**config.mk**
```make
export PLATFORM = sky130hd
export DESIGN_NAME = sample_demultiplexer
export DESIGN_NICKNAME = d
export VERILOG_FILES = /design/src/rtl/timetag_pkg.sv /design/src/rtl/idle_timer.sv /design/src/rtl/sample_demultiplexer.sv
export SDC_FILE = /design/constraint.sdc
export NUM_CORES = 1
export LEC_CHECK = 0
export CORE_MARGIN = 10
export CORE_UTILIZATION = 51
export DETAILED_ROUTE_END_ITERATION = 8
export PLACE_DENSITY = 0.84
export SYNTH_ARGS = -nofsm -noshare
export SYNTH_HDL_FRONTEND = slang
export SYNTH_SLANG_ARGS = --single-unit
```
**constraint.sdc**
```tcl
create_clock -name clk -period 1.7 [get_ports clk]
set_clock_uncertainty 0.2 [all_clocks]
set_input_delay 0.51 -clock clk [delete_from_list [all_inputs] [get_ports clk]]
set_output_delay 0.51 -clock clk [all_outputs]
set_load 0.02 [all_outputs]
```
**src/rtl/timetag_pkg.sv**
```systemverilog
// Shared sample-format constants and the demultiplexer state type, common to
// the byte serializer and the byte-to-sample deserializer.
package timetag_pkg;

  localparam int unsigned SAMPLE_BYTES = 6;
  localparam int unsigned SAMPLE_W     = 8 * SAMPLE_BYTES;

  typedef enum logic {
    ACC  = 1'b0,
    FULL = 1'b1
  } demux_state_t;

endpackage

```
**src/rtl/idle_timer.sv**
```systemverilog
// Inter-byte idle timer: counts while run is high and raises a registered
// one-cycle expire pulse once TIMEOUT idle cycles have elapsed.
module idle_timer #(
  parameter int unsigned TIMEOUT = 255
) (
  input  logic clk,
  input  logic reset_n,
  input  logic run,
  input  logic clear,
  output logic expire
);

  localparam int unsigned TW = $clog2(TIMEOUT + 1);
  localparam logic [TW-1:0] LAST = TW'(TIMEOUT - 1);

  logic [TW-1:0] cnt_q, cnt_d;
  logic          expire_q, expire_d;

  // The expire cycle itself restarts the count so one timeout gives one pulse.
  always_comb begin
    cnt_d    = cnt_q;
    expire_d = 1'b0;
    if (clear || expire_q) begin
      cnt_d = '0;
    end else if (run) begin
      cnt_d    = cnt_q + TW'(1);
      expire_d = (cnt_q == LAST);
    end
  end

  always_ff @(posedge clk or negedge reset_n) begin
    if (!reset_n) begin
      cnt_q    <= '0;
      expire_q <= 1'b0;
    end else begin
      cnt_q    <= cnt_d;
      expire_q <= expire_d;
    end
  end

  assign expire = expire_q;

endmodule

```
**src/rtl/sample_demultiplexer.sv**
```systemverilog
// Byte-to-sample deserializer: MSB-first byte accumulator, one-word output
// holding register and an idle timeout that discards partial samples.
module sample_demultiplexer
  import timetag_pkg::*;
#(
  parameter int unsigned BYTES   = SAMPLE_BYTES,
  parameter int unsigned TIMEOUT = 255
) (
  input  logic               clk,
  input  logic               reset_n,
  input  logic [7:0]         data,
  input  logic               data_rdy,
  output logic               data_ack,
  output logic [8*BYTES-1:0] sample,
  output logic               sample_rdy,
  input  logic               sample_ack,
  output logic               frame_err
);

  localparam int unsigned SW = 8 * BYTES;
  localparam int unsigned CW = $clog2(BYTES + 1);
  localparam logic [CW-1:0] LAST_IDX = CW'(BYTES - 1);

  demux_state_t  state_q, state_d;
  logic [CW-1:0] count_q, count_d;
  logic [SW-1:0] acc_q, acc_d;
  logic [SW-1:0] sample_q, sample_d;
  logic          out_valid_q, out_valid_d;

  logic          byte_xfer;
  logic          out_free;
  logic          load;
  logic [SW-1:0] load_word;
  logic [SW-1:0] acc_shift;
  logic          timer_run;
  logic          timer_clear;
  logic          expire;

  assign data_ack    = reset_n && (state_q == ACC);
  assign byte_xfer   = data_rdy && data_ack;
  assign out_free    = !out_valid_q || sample_ack;
  assign acc_shift   = {acc_q[SW-9:0], data};
  assign timer_run   = (state_q == ACC) && (count_q != '0) && !byte_xfer;
  assign timer_clear = byte_xfer || (count_q == '0);

  if (TIMEOUT > 0) begin : g_timer
    idle_timer #(
      .TIMEOUT (TIMEOUT)
    ) u_idle_timer (
      .clk     (clk),
      .reset_n (reset_n),
      .run     (timer_run),
      .clear   (timer_clear),
      .expire  (expire)
    );
  end else begin : g_no_timer
    assign expire = 1'b0;
  end

  // Framing and stall control; a byte landing on the expire cycle starts a new sample.
  always_comb begin
    state_d   = state_q;
    count_d   = count_q;
    acc_d     = acc_q;
    load      = 1'b0;
    load_word = acc_q;
    unique case (state_q)
      ACC: begin
        if (expire) begin
          count_d = byte_xfer ? CW'(1) : '0;
          if (byte_xfer) acc_d = acc_shift;
        end else if (byte_xfer) begin
          acc_d = acc_shift;
          if (count_q == LAST_IDX) begin
            if (out_free) begin
              load      = 1'b1;
              load_word = acc_shift;
              count_d   = '0;
            end else begin
              state_d = FULL;
              count_d = CW'(BYTES);
            end
          end else begin
            count_d = count_q + CW'(1);
          end
        end
      end
      FULL: begin
        if (out_free) begin
          load      = 1'b1;
          load_word = acc_q;
          count_d   = '0;
          state_d   = ACC;
        end
      end
      default: state_d = ACC;
    endcase
  end

  // Output holding register: a load wins over a same-cycle acknowledge.
  always_comb begin
    out_valid_d = load || (out_valid_q && !sample_ack);
    sample_d    = load ? load_word : sample_q;
  end

  always_ff @(posedge clk or negedge reset_n) begin
    if (!reset_n) begin
      state_q     <= ACC;
      count_q     <= '0;
      acc_q       <= '0;
      sample_q    <= '0;
      out_valid_q <= 1'b0;
    end else begin
      state_q     <= state_d;
      count_q     <= count_d;
      acc_q       <= acc_d;
      sample_q    <= sample_d;
      out_valid_q <= out_valid_d;
    end
  end

  assign sample     = sample_q;
  assign sample_rdy = out_valid_q;
  assign frame_err  = expire;

endmodule

```
==> flow_summary.json, run 1 <==
{
  "status": "finished, violations left",
  "violations": "negative setup slack",
  "drt_iter0_markers": 916,
  "initial_core_util_pct": 51.8,
  "synth_area_per_cell_um2": 9.38,
  "path_max_fanout": 14,
  "irDropWorstVdd_mv": 0.801,
  "critPathTopFamily": "buffers and inverters",
  "slew_violations": 0,
  "final_cell_mix": "nand2_1, dfrtp_1, buf_4, mux2i_1, nor2_1",
  "yosys_warnings": 0,
  "p_clk_share_pct": 17.6,
  "routedWlPerCell_um": 27.1,
  "p_int_mw": 8.21,
  "maxCapViolations": 0,
  "pre_cts_slack_ns": -0.551,
  "n_fill_cell": 564,
  "hpwlAfterDp_um": 10100,
  "cts_tree": "built",
  "insertion_delay_ns": 0.37,
  "grt_usage_pct": 23.7,
  "yosys.area.top_type_share_pct": 47.0,
  "numPortBuffers": 62,
  "regArea_um2": 2760,
  "rsz0062_at_grt": "yes",
  "synth_area_leaders": "dfrtp_1, nand2_1, mux2i_1",
  "drt-total-wl_um": 24800,
  "dieArea_um2": 16200,
  "end_kind": "flip-flop",
  "seqPwrFrac_pct": 31.0,
  "worstPathArrival_ns": 2.05,
  "fin_crit_sh_pct": 119,
  "first_pass_iters": 6,
  "p_leak_nw": 4.24,
  "die_w_um": 127,
  "fmax_ghz": 0.496,
  "post-route-drc-count": 0,
  "via_per_inst": 6.93,
  "synthCells": 625,
  "yosys.area.top_type": "dfrtp_1",
  "clkSlewWorstSetupHoldPaths_ns": 0.08,
  "grt_pass1_vias": 5789,
  "comb_power_share_pct": 51.5,
  "core-area_um2": 11300,
  "finalSetupViolations": 109,
  "synth-seq-cells": 110,
  "grt_first_pass_wirelength_um": 31500,
  "clockBufferDepth": 2,
  "drive_gt1_share_pct": 44.0,
  "critPathLaunchType": "flip-flop",
  "vias": 6321,
  "antenna_cells": 0,
  "ant_nets": 0,
  "cts_buffers": 9,
  "antenna_found_initial": 0,
  "tightest_slew_ns": 0.686,
  "h-tree-depth": 3,
  "ctsRootBufferMaster": "clkbuf_16",
  "multi_input_area_um2": 3730,
  "synth_area_um2": 5860,
  "crit_chain": "ha_4, nand3b_1, buf_4, buf_8, nor3_4, a221oi_2",
  "final_common_cell": "nand2_1",
  "switchingPower_mw": 5.86,
  "required_ns": 1.73,
  "synthesis.nets": 642,
  "path_buf_inv": 2,
  "die_h_um": 127,
  "sw_frac_of_total_pct": 41.7,
  "fin_nets": 781,
  "layout_min_cycle_time_ns": 2.02,
  "ys_seq_area_share_pct": 47.0,
  "cts_sinks": 110,
  "overflow": 0,
  "final.setup.worst_slack_ns": -0.316,
  "cellPowerDensity_nw_per_um2": 1580,
  "relSlewSlack_pct": 54.3,
  "ios": 63,
  "rows": 39,
  "post-route-util_pct": 78.4,
  "critical_path_class": "flip-flop to flip-flop",
  "min_path_type": "input port to asynchronous set/reset pin",
  "yosysUniqueCellTypes": 37,
  "hold_violations": 0,
  "routabilityCongestion": 0.835,
  "cp_slowest_stage_delay_ns": 0.45,
  "grt_start_max_net_pins": 100,
  "syn_to_final_growth_pct": 51.5,
  "slowest_stage": "dfrtp_1"
}
worst register-to-register path: cells and delay by family, from the launching register on:
family	cells	cell delay, ns
buffers and inverters	2	0.47
AO/OA/AOI/OAI	1	0.35
adder cells (fa/ha/maj)	1	0.21
flip-flops	1	0.45
AND/OR/NAND/NOR	2	0.19
cell usage after synthesis, drive strengths merged:
cell type	number
nor4	11
inv	5
o31ai	2
a21oi	5
ha	5
a211oi	1
and3b	3
o22ai	1
nor2b	3
o21a	1
a221oi	48
a311o	1
nand3b	3
clkbuf	22
nand4b	1
nand2b	47
nand3	3
dfrtp	110
xor2	1
buf	32
or2b	5
o21ai	1
nand4	5
and2	1
nor4b	1
o41ai	1
mux2i	54
nand2	150
nor2	54
nor3	42
or4	6
worst paths after layout:
| path | from | endpoint | slack [ns] | cells past startpoint |
|---|---|---|---|---|
| setup reg to reg | count_q[0] | sample[36] | -0.32 | 6 |
| hold / removal | reset_n | g_timer.u_idle_timer.cnt_q[6] | 0.04 | 2 |
| min in group clk | acc_q[44] | acc_q[44] | 0.30 | 2 |
| max in group asynchronous | reset_n | sample[25] | 0.56 | 3 |
| hold reg to reg | acc_q[44] | acc_q[44] | 0.30 | 2 |
| setup / recovery | count_q[0] | sample[36] | -0.32 | 6 |
logic make-up after synthesis:
logic type	count (synthesis)	synth area share (%)
DFF	110	47.0
adders and majority gates	5	1.07
muxes	54	9.22
and+or+nand+nor	335	26.8
xor gates and xnor gates	1	0.149
AOI/OAI and AO/OA	61	10.8
buffers and inverters	59	5.04
timing repair:
| action | in CTS | in global routing |
|---|---|---|
| cloned | 9 | 9 |
| hold buffers | 1 | 0 |
| endpoints found under the hold margin | 1 | 0 |
| endpoints found under the setup margin | 123 | 120 |
| resized for setup | 309 | 99 |
| pin swaps | 6 | 8 |
| buffers inserted | 8 | 5 |
power by group through the flow:
stage | registers [mW] | clock network (mW) | logic, mW
floorplan | 4.78 | 0 | 2.23
global placement | 4.13 | 0 | 5.60
detailed placement | 4.15 | 0 | 5.82
CTS | 4.17 | 2.42 | 6.28
global route | 4.42 | 2.56 | 7.61
finish | 4.36 | 2.47 | 7.24
registers in the layout, summed over array words and instances, names as in the netlist:
name / cells
acc_q: 48
g_timer.u_idle_timer.expire: 1
state_q: 1
g_timer.u_idle_timer.cnt_q: 8
count_q: 3
sample_rdy: 1
sample: 48
per-layer routing:
layer  global-route usage (%)  share of wire, %  vias to the layer above
met3                     4.14                11                      194
met4                     12.1               7.7                        0
met1                     29.2                35                     3059
met5                        0                 0                        -
li1                         -                 -                     2475
met2                     39.3                46                      593
stage by stage:
| stage | TNS, ns | hold WS, ns | area (um^2) | power [mW] | instances |
|---|---|---|---|---|---|
| after detailed placement | -44.47 | 0.234 | 7210 | 9.98 | 864 |
| after CTS | -5.15 | 0.0804 | 8270 | 12.9 | 898 |
| final | -12.04 | 0.0411 | 8880 | 14.1 | 912 |
| after global routing | -16.35 | 0.0849 | 8880 | 14.6 | 912 |
| after global placement | -39.75 | 0.231 | 7210 | 9.74 | 864 |
| after floorplan | -0.00730 | 0.0144 | 5870 | 7.01 | 625 |
layout make-up:
cell class              count  share of cell area, %
clock buffers               9                   2.54
multi-input cells         457                   42.0
repair buffers            181                   20.9
flip-flops and latches    110                   31.1
clock inverters             7                   1.27
well taps                 143                   2.02
inverters                   5                  0.211
Power figures use the tool's default switching activity.
==> inputs of run 2 (changes only) <==
CELL_PAD_IN_SITES_DETAIL_PLACEMENT = 1   (was not set)
CELL_PAD_IN_SITES_GLOBAL_PLACEMENT = 1   (was not set)
CORE_UTILIZATION = 40   (was 51)
PLACE_DENSITY = 0.85   (was 0.84)
SLEW_MARGIN = 10   (was not set)
==> flow_summary.json, run 2 (synthesis results as in run 1) <==
{
  "status": "finished, violations left",
  "violations": "negative setup slack",
  "h-tree-depth": 3,
  "required_ns": 1.73,
  "die_w_um": 141,
  "first_pass_iters": 5,
  "overflow": 0,
  "ios": 63,
  "worstPathArrival_ns": 2.06,
  "hpwlAfterDp_um": 12400,
  "insertion_delay_ns": 0.39,
  "finalPower_mw": 15.6,
  "p_clk_share_pct": 14.7,
  "seqPwrFrac_pct": 30.0,
  "finalSetupViolations": 124,
  "via_per_inst": 6.84,
  "r2r_start": "count_q[0]",
  "n_fill_cell": 1402,
  "reg2regPathDepth": 5,
  "ant_nets": 0,
  "rr_endpoint": "count_q[1]",
  "grt_usage_pct": 28.3,
  "routabilityCongestion": 0.756,
  "critPathLaunchType": "flip-flop",
  "initial_core_util_pct": 40.6,
  "die_h_um": 141,
  "fin_hold_ws_ns": 0.202,
  "antenna_found_initial": 1,
  "critical_path_class": "flip-flop to flip-flop",
  "tns_ns": -20.08,
  "fin_nets": 816,
  "cts_tree": "built",
  "antenna_cells": 0,
  "grt_first_pass_wirelength_um": 43400,
  "tightest_slew_ns": 0.620,
  "switchingPower_mw": 7.28,
  "comb_power_share_pct": 55.3,
  "clkSlewWorstSetupHoldPaths_ns": 0.09,
  "grt_start_max_net_pins": 107,
  "irDropWorstVdd_mv": 0.885,
  "clockBufferDepth": 2,
  "min_path_type": "input port to asynchronous set/reset pin",
  "fmax_ghz": 0.491,
  "rsz0062_at_grt": "yes",
  "core-area_um2": 14400,
  "post-route-drc-count": 0,
  "grt_pass1_vias": 6849,
  "rows": 44,
  "final_common_cell": "dfrtp_1",
  "p_int_mw": 8.33,
  "routedWlPerCell_um": 36.6,
  "layout_min_cycle_time_ns": 2.04,
  "drt_iter0_markers": 760,
  "path_max_fanout": 8,
  "cts_buffers": 9,
  "cellPowerDensity_nw_per_um2": 1550,
  "post-route-util_pct": 69.8,
  "dieArea_um2": 19900,
  "cts_sinks": 110,
  "ctsRootBufferMaster": "clkbuf_16",
  "p_leak_nw": 4.74,
  "maxCapViolations": 0,
  "vias": 6761,
  "fin_crit_sh_pct": 120,
  "slew_violations": 0,
  "hold_violations": 0,
  "ff2ff_setup_slack_ns": -0.34,
  "sw_frac_of_total_pct": 46.7,
  "syn_to_final_growth_pct": 71.8,
  "final_cell_mix": "dfrtp_1, buf_4, nand2_2, nor2_1, nand2_4",
  "end_kind": "flip-flop",
  "numPortBuffers": 62,
  "relSlewSlack_pct": 58.7,
  "drive_gt1_share_pct": 58.8,
  "final.setup.worst_slack_ns": -0.336,
  "drt-total-wl_um": 36100
}
-- run 2: critical path, stage by stage (launching register included) --
cell and delay, ns:
dfrtp_2 0.48, ha_4 0.21, buf_4 0.14, nand2_4 0.20, mux2i_1 0.21, o41ai_2 0.43
-- run 2: routing by layer --
layer	vias to the layer above	GRT usage [%]	wire length [um]
li1	2545	-	-
met3	209	6.55	3060
met4	0	17.0	2840
met2	565	48.7	17400
met5	-	0	0
met1	3442	31.0	12800
-- run 2: cell type report --
| type | count | area, um^2 | share of cell area [%] |
|---|---|---|---|
| clock inverters | 6 | 45.0 | 0.447 |
| multi-input cells | 458 | 4390 | 43.6 |
| flip-flops and latches | 110 | 2760 | 27.4 |
| repair buffers | 215 | 2380 | 23.6 |
| clock buffers | 10 | 239 | 2.37 |
| well taps | 184 | 230 | 2.29 |
| inverters | 5 | 21.3 | 0.211 |
-- run 2: how the worst max path moves through the flow --
stage	start	end	slack (ns)	depth (start not counted)
2_1_floorplan	state_q	data_ack	-0.007	4
6_report	count_q[0]	count_q[1]	-0.34	5
3_5_place_dp	data_rdy	sample[43]	-0.62	6
4_1_cts	state_q	g_timer.u_idle_timer.cnt_q[3]	-0.17	5
5_1_grt	state_q	g_timer.u_idle_timer.cnt_q[4]	-0.35	5
3_3_place_gp	data_rdy	sample[34]	-0.48	6
-- run 2: timing repair --
item | 4_1_cts | 5_1_grt
setup endpoints to repair | 159 | 117
gates cloned | 14 | 13
resized for setup | 391 | 235
endpoints found under the hold margin | 4 | 0
setup buffers | 17 | 27
pin swaps | 28 | 56
hold buffers | 1 | 0
-- run 2: through the flow --
step,worst slack (ns),cells,cell area (um^2)
after floorplan,-0.00730,625,5870
after global placement,-0.485,906,7320
after detailed placement,-0.622,906,7320
after CTS,-0.173,954,8780
after global routing,-0.349,988,10100
final,-0.336,988,10100
-- run 2: power groups by stage --
| stage | logic (mW) | registers [mW] | clock network [mW] |
|---|---|---|---|
| 4_1_cts | 6.58 | 4.28 | 2.15 |
| 2_1_floorplan | 2.23 | 4.78 | 0 |
| 3_5_place_dp | 5.99 | 4.22 | 0 |
| 6_report | 8.64 | 4.68 | 2.29 |
| 5_1_grt | 8.90 | 4.67 | 2.34 |
| 3_3_place_gp | 5.69 | 4.15 | 0 |
